`config.mk`:
```
export PLATFORM = sky130hd
export DESIGN_NAME = rob_multi_cdb
export DESIGN_NICKNAME = d
export VERILOG_FILES = /design/src/rtl/rob_pkg.sv /design/src/rtl/rob_cdb_fwd.sv /design/src/rtl/rob_multi_cdb.sv
export SDC_FILE = /design/constraint.sdc
export NUM_CORES = 2
export LEC_CHECK = 0
export BUFFER_PORTS_ARGS = -buffer_cell sky130_fd_sc_hd__clkbuf_2
export CAP_MARGIN = 15
export CORE_MARGIN = 3
export CORE_UTILIZATION = 56
export DETAILED_ROUTE_END_ITERATION = 7
export PLACE_DENSITY = 0.72
export RECOVER_POWER = 25
export SLEW_MARGIN = 20
export SYNTH_ARGS = -nofsm -noshare
export SYNTH_HDL_FRONTEND = slang
export SYNTH_SLANG_ARGS = --single-unit
export TNS_END_PERCENT = 1
```
`constraint.sdc`:
```
create_clock -name clk -period 5.66 [get_ports clk]
set_input_delay 0.283 -clock clk [delete_from_list [all_inputs] [get_ports clk]]
set_output_delay 0.283 -clock clk [all_outputs]
set_load 0.05 [all_outputs]
```
`src/rtl/rob_pkg.sv`:
```
// Shared constants, entry layout and opcode classification for the reorder buffer.
package rob_pkg;

    localparam int XLEN = 32;

    localparam logic [2:0] OPC_BRANCH = 3'b100;
    localparam logic [2:0] OPC_LOAD   = 3'b101;
    localparam logic [2:0] OPC_STORE  = 3'b111;

    typedef enum logic [1:0] {
        CLS_REG,
        CLS_BRANCH,
        CLS_STORE
    } op_class_e;

    typedef struct packed {
        logic [5:0]      op;
        logic [4:0]      rd;
        logic [XLEN-1:0] val;
        logic            pred_jump;
        logic [XLEN-1:0] pc;
        logic [XLEN-1:0] alt_pc;
    } rob_entry_t;

    function automatic op_class_e op_class(input logic [5:0] op);
        case (op[5:3])
            OPC_BRANCH: return CLS_BRANCH;
            OPC_STORE:  return CLS_STORE;
            OPC_LOAD:   return CLS_REG;
            default:    return CLS_REG;
        endcase
    endfunction

endpackage

```
`src/rtl/rob_cdb_fwd.sv`:
```
// Tag match against all CDB channels; the highest-index matching channel supplies the value.
module rob_cdb_fwd
    import rob_pkg::*;
#(
    parameter int TAG_W   = 4,
    parameter int NUM_CDB = 2
) (
    input  logic [TAG_W-1:0]         tag,
    input  logic [NUM_CDB-1:0]       cdb_valid,
    input  logic [NUM_CDB*TAG_W-1:0] cdb_tag,
    input  logic [NUM_CDB*XLEN-1:0]  cdb_val,
    output logic                     hit,
    output logic [XLEN-1:0]          val
);

    always_comb begin
        hit = 1'b0;
        val = '0;
        for (int unsigned i = 0; i < NUM_CDB; i++) begin
            if (cdb_valid[i] && (cdb_tag[i*TAG_W +: TAG_W] == tag)) begin
                hit = 1'b1;
                val = cdb_val[i*XLEN +: XLEN];
            end
        end
    end

endmodule

```
`src/rtl/rob_multi_cdb.sv`:
```
// Circular reorder buffer with multi-channel CDB write-back, operand forwarding,
// store backpressure, predictor update and self-flush on branch mispredict.
module rob_multi_cdb
    import rob_pkg::*;
#(
    parameter int TAG_W   = 4,
    parameter int NUM_CDB = 2
) (
    input  logic                     clk,
    input  logic                     rst,
    input  logic                     rdy,
    input  logic                     issue_valid,
    input  logic [5:0]               issue_op,
    input  logic [4:0]               issue_rd,
    input  logic                     issue_done,
    input  logic [31:0]              issue_val,
    input  logic                     issue_pred_jump,
    input  logic [31:0]              issue_pc,
    input  logic [31:0]              issue_alt_pc,
    output logic                     full,
    output logic [TAG_W-1:0]         tail_tag,
    output logic [TAG_W-1:0]         head_tag,
    output logic [TAG_W:0]           count,
    input  logic [TAG_W-1:0]         q_tag_a,
    input  logic [TAG_W-1:0]         q_tag_b,
    output logic                     q_ok_a,
    output logic                     q_ok_b,
    output logic [31:0]              q_val_a,
    output logic [31:0]              q_val_b,
    input  logic [NUM_CDB-1:0]       cdb_valid,
    input  logic [NUM_CDB*TAG_W-1:0] cdb_tag,
    input  logic [NUM_CDB*32-1:0]    cdb_val,
    input  logic                     lsb_ready,
    output logic                     reg_commit,
    output logic [4:0]               reg_commit_rd,
    output logic [TAG_W-1:0]         reg_commit_tag,
    output logic [31:0]              reg_commit_val,
    output logic                     store_commit,
    output logic [TAG_W-1:0]         store_tag,
    output logic                     pred_upd,
    output logic [31:0]              pred_pc,
    output logic                     pred_taken,
    output logic                     flush,
    output logic [31:0]              redirect_pc
);

    localparam int DEPTH = 2 ** TAG_W;

    rob_entry_t       ent [DEPTH];
    logic [DEPTH-1:0] ok;

    rob_entry_t  head_ent;
    op_class_e   head_cls;
    logic        can_commit;
    logic        mispredict;
    logic        issue_acc;

    logic [DEPTH-1:0] wb_hit;
    logic [XLEN-1:0]  wb_val [DEPTH];

    logic             fa_hit, fb_hit;
    logic [XLEN-1:0]  fa_val, fb_val;

    assign full = (count == (TAG_W+1)'(DEPTH));

    always_comb begin
        head_ent   = ent[head_tag];
        head_cls   = op_class(head_ent.op);
        issue_acc  = issue_valid && !full;
        can_commit = (count != '0) && ok[head_tag] &&
                     ((head_cls != CLS_STORE) || lsb_ready);
        mispredict = can_commit && (head_cls == CLS_BRANCH) &&
                     (head_ent.val[0] != head_ent.pred_jump);
    end

    // One matcher per entry turns the CDB buses into per-entry write enables.
    for (genvar e = 0; e < DEPTH; e++) begin : g_wb
        rob_cdb_fwd #(.TAG_W(TAG_W), .NUM_CDB(NUM_CDB)) u_wb (
            .tag       (TAG_W'(e)),
            .cdb_valid (cdb_valid),
            .cdb_tag   (cdb_tag),
            .cdb_val   (cdb_val),
            .hit       (wb_hit[e]),
            .val       (wb_val[e])
        );
    end

    rob_cdb_fwd #(.TAG_W(TAG_W), .NUM_CDB(NUM_CDB)) u_qa (
        .tag       (q_tag_a),
        .cdb_valid (cdb_valid),
        .cdb_tag   (cdb_tag),
        .cdb_val   (cdb_val),
        .hit       (fa_hit),
        .val       (fa_val)
    );

    rob_cdb_fwd #(.TAG_W(TAG_W), .NUM_CDB(NUM_CDB)) u_qb (
        .tag       (q_tag_b),
        .cdb_valid (cdb_valid),
        .cdb_tag   (cdb_tag),
        .cdb_val   (cdb_val),
        .hit       (fb_hit),
        .val       (fb_val)
    );

    always_comb begin
        q_ok_a  = fa_hit || ok[q_tag_a];
        q_ok_b  = fb_hit || ok[q_tag_b];
        q_val_a = fa_hit ? fa_val : (ok[q_tag_a] ? ent[q_tag_a].val : '0);
        q_val_b = fb_hit ? fb_val : (ok[q_tag_b] ? ent[q_tag_b].val : '0);
    end

    // Entry payload; issue is applied after CDB so a fresh allocation wins on its own tag.
    always_ff @(posedge clk) begin
        if (!rst && rdy && !mispredict) begin
            for (int unsigned e = 0; e < DEPTH; e++) begin
                if (wb_hit[e]) begin
                    ent[e].val <= wb_val[e];
                end
            end
            if (issue_acc) begin
                ent[tail_tag] <= '{op: issue_op, rd: issue_rd, val: issue_val,
                                   pred_jump: issue_pred_jump, pc: issue_pc,
                                   alt_pc: issue_alt_pc};
            end
        end
    end

    always_ff @(posedge clk) begin
        if (rst) begin
            head_tag       <= '0;
            tail_tag       <= '0;
            count          <= '0;
            ok             <= '0;
            reg_commit     <= 1'b0;
            reg_commit_rd  <= '0;
            reg_commit_tag <= '0;
            reg_commit_val <= '0;
            store_commit   <= 1'b0;
            store_tag      <= '0;
            pred_upd       <= 1'b0;
            pred_pc        <= '0;
            pred_taken     <= 1'b0;
            flush          <= 1'b0;
            redirect_pc    <= '0;
        end else if (rdy) begin
            reg_commit   <= 1'b0;
            store_commit <= 1'b0;
            pred_upd     <= 1'b0;
            flush        <= 1'b0;
            if (can_commit) begin
                head_tag <= head_tag + 1'b1;
                case (head_cls)
                    CLS_STORE: begin
                        store_commit <= 1'b1;
                        store_tag    <= head_tag;
                    end
                    CLS_BRANCH: begin
                        pred_upd   <= 1'b1;
                        pred_pc    <= head_ent.pc;
                        pred_taken <= head_ent.val[0];
                        if (mispredict) begin
                            flush       <= 1'b1;
                            redirect_pc <= head_ent.alt_pc;
                        end
                    end
                    default: begin
                        reg_commit     <= 1'b1;
                        reg_commit_rd  <= head_ent.rd;
                        reg_commit_tag <= head_tag;
                        reg_commit_val <= head_ent.val;
                    end
                endcase
            end
            if (mispredict) begin
                head_tag <= '0;
                tail_tag <= '0;
                count    <= '0;
                ok       <= '0;
            end else begin
                for (int unsigned e = 0; e < DEPTH; e++) begin
                    if (wb_hit[e]) begin
                        ok[e] <= 1'b1;
                    end
                end
                if (issue_acc) begin
                    ok[tail_tag] <= issue_done;
                    tail_tag     <= tail_tag + 1'b1;
                end
                count <= count + (TAG_W+1)'(issue_acc) - (TAG_W+1)'(can_commit);
            end
        end
    end

endmodule

```
==> impl_metrics.yaml <==
run_status:
  outcome: "finished clean"
clocking:
  cts_root_buffer: "clkbuf_16"
  cts_sinks: 1827
  max-clock-path-buffers: 3
  clock_latency_ns: 0.86
  clkTransAtPathRegs_ns: 0.06
  cts_tree: "done"
  htree_levels: 4
  cts_resized: 0
  cts_made_buffers: 186
timing:
  slew_viol_final: 0
  fin_ws_ns: 0.648
  worst_pin_slew_ns: 1.21
  clock_skew_ns: 0.0666
  setup_viol: 0
  rsz0062_at_grt: "false"
  period_minus_slack_ns: 5.01
  hold_viol: 0
  fmax_ghz: 0.200
  slew_headroom_pct: 18.6
  fin_tns_setup_ns: 0
  layout_worst_path_cycle_share_pct: 88.5
synthesis:
  synth_mux_area_share_pct: 29.1
  syn_inst: 5766
  syn-cell-area_sq_um: 93600
  synth_top_family_by_area: "multiplexers"
  yosys_most_used_dff: "edfxtp_1"
  syn_area_per_cell_sq_um: 16.2
  synthXorXnorAreaFrac_pct: 0.231
  yosysSeqAreaShare_pct: 57.0
  synthAdderAreaFrac_pct: 0.195
  ys_types: 64
  synthArstFlopShare_pct: 0
  synth.top_cells.by_area: "edfxtp_1, mux4_2, mux2_2, o32ai_1, dfxtp_1"
  synth.most_common_cell: "edfxtp_1"
  yosysTopAreaCellShare_pct: 53.9
  synth_compound_area_share_pct: 6.04
  synth_warnings: 0
  synth-seq-cells: 1827
  synth.largest_area_cell: "edfxtp_1"
  synth_edf_count: 1680
  synth_common_cells: "edfxtp_1, mux4_2, nand2_1"
  synthSimpleGateAreaFrac_pct: 4.03
  syn_nets: 5976
place:
  dp_slack_ns: 0.639
  io_buffers: 386
  place_congestion: 0.922
  dp_hpwl_um: 175000
pwr:
  p_clk_share_pct: 40.7
  p_seq_share_pct: 49.4
  netSwitchingPower_w: 0.00744
  p_int_w: 0.0228
  swShare_pct: 24.6
  combPwrFrac_pct: 9.9
  cellPowerDensity_nw_per_um2: 288
  ir_drop_uv: 357
  power.leakage_nw: 30.8
worst_hold_path:
  hold_class: "primary input to flop"
  whs_path_depth: 3
  hold_path_startpoint: "rdy"
routing:
  vias: 62641
  dr.pass1.iters: 6
  drc_errors: 0
  viasPerCell: 7.53
  drt_iter0_drc: 10089
  avgRoutedWirePerCell_um: 38.8
  wl_um: 323000
  antenna_left: 0
floorplan:
  die_area_sq_um: 172000
  die_x_um: 415
  coreArea_sq_um: 166000
  start_util_pct: 56.5
  io_pins: 390
  die_h_um: 415
  row_count: 149
final_layout:
  fillers: 11677
  syn_to_final_growth_pct: 12.0
  drive_above_1_share_pct: 36.7
  multi_input_area_sq_um: 37500
  nets: 6152
  regArea_sq_um: 53400
worst_setup_path:
  crit_fanout: 23
  reg2reg_to: "count[4]"
  worstRegToRegCells: 19
  critPathKind: "flop to flop"
  worstSetupEndpointType: "flop"
  crit_arrival_ns: 5.76
  required_ns: 6.41
  ff2ff_setup_slack_ns: 0.65
  start_kind: "flop"
job:
  maxCapViolCount: 0
grt:
  globalRouteOverflowTotal: 0
  grt_usage_pct: 37.3
  grt_max_degree: 121
  antenna_found_initial: 36
  grt_pass1_wl_um: 459000
  grt_pass1_vias: 62536
-- how the worst max path moves through the flow --
| stage | startpoint | endpoint | slack [ns] | cells after the start |
|---|---|---|---|---|
| after detailed placement | flop | count[4] | 0.64 | 19 |
| final | flop | count[4] | 0.65 | 19 |
| after floorplan | flop | ent[1][65] | -0.15 | 13 |
| after CTS | flop | count[4] | 0.65 | 19 |
| after global placement | flop | count[4] | 0.64 | 19 |
| after global routing | flop | count[4] | 0.42 | 19 |
-- per-stage QoR --
| stage | std cells | hold WS, ns | area [sq um] | utilization, % | power (W) |
|---|---|---|---|---|---|
| 6_report | 8316 | 0.0565 | 105000 | 63.3 | 0.0302 |
| 2_1_floorplan | 5766 | 0.382 | 93600 | - | 0.0171 |
| 5_1_grt | 8302 | 0.0561 | 105000 | 63.3 | 0.0309 |
| 3_3_place_gp | 7834 | 0.443 | 97600 | 59.0 | 0.0180 |
| 4_1_cts | 8284 | 0.00475 | 105000 | 63.3 | 0.0302 |
| 3_5_place_dp | 7834 | 0.449 | 97600 | 59.0 | 0.0181 |
-- cell usage in the layout (no fill, tap or decap), types with 47 or more instances in the layout --
cell type / count
o32ai_1: 337
nand2_1: 599
o32ai_2: 47
edfxtp_1: 1680
mux4_2: 854
clkbuf_2: 320
a21oi_1: 119
mux2i_1: 207
nand3_1: 105
nor2_1: 146
buf_4: 124
clkbuf_1: 109
o21ai_0: 121
dfxtp_1: 143
buf_12: 48
dlygate4sd3_1: 107
clkbuf_16: 186
mux2_2: 473
-- timing repair --
item | in CTS | in global routing
setup endpoints to repair | 0 | 0
setup buffers | 0 | 0
hold endpoints to repair | 1349 | 0
hold buffers | 107 | 0
-- power by group through the flow --
| stage | registers, W | clock network (W) | logic [W] |
|---|---|---|---|
| finish | 0.0149 | 0.0123 | 0.00298 |
| global route | 0.0149 | 0.0129 | 0.00308 |
| CTS | 0.0149 | 0.0123 | 0.00292 |
| detailed placement | 0.0152 | 0 | 0.00283 |
| global placement | 0.0152 | 0 | 0.00278 |
| floorplan | 0.0152 | 0 | 0.00182 |
-- routing by layer --
layer / routed length (um) / vias to the layer above / GRT usage, %
li1: - / 24014 / -
met1: 107000 / 31779 / 46.7
met2: 148000 / 5352 / 56.6
met3: 43000 / 1482 / 11.6
met4: 25100 / 14 / 24.0
met5: 107 / - / 0.0834
-- flip-flops by register name, summed over array words and instances (netlist names), named ones only --
signal,count
reg_commit,1
store_commit,1
pred_upd,1
ent,1680
flush,1
reg_commit_val,32
head_tag,4
count,5
pred_pc,32
reg_commit_tag,4
pred_taken,1
reg_commit_rd,5
redirect_pc,32
tail_tag,4
store_tag,4
ok,16
-- worst max-delay path, cell delays in order, from the launching register on --
cell     delay (ns)
dfxtp_4        0.68
mux4_2         0.58
mux4_2         0.51
nor2_1         0.14
nand2_1        0.11
ha_1           0.21
a21oi_1        0.38
nand2_8        0.18
inv_6          0.30
ha_1           0.30
inv_1          0.06
ha_1           0.16
inv_1          0.06
fa_1           0.41
nor2b_1        0.17
o21ba_2        0.16
nor3_1         0.05
o21ai_0        0.21
xor2_1         0.17
nor2_1         0.05
-- final cells by class --
| type | count | area share (%) |
|---|---|---|
| flip-flops and latches | 1827 | 51.0 |
| multi-input cells | 3242 | 35.8 |
| clock buffers | 259 | 4.91 |
| repair buffers | 665 | 4.66 |
| well taps | 2189 | 2.61 |
| clock inverters | 84 | 0.867 |
| inverters | 20 | 0.0955 |
| diodes | 30 | 0.0716 |
-- cell families after synthesis --
group | after synthesis
buffers and inverters | 697
multiplexers | 1581
AO/OA/AOI/OAI | 702
AND/OR/NAND/NOR | 922
flip-flops | 1827
adder cells (fa/ha/maj) | 14
XOR/XNOR | 23
No activity file was read; power rests on OpenSTA's default activity.
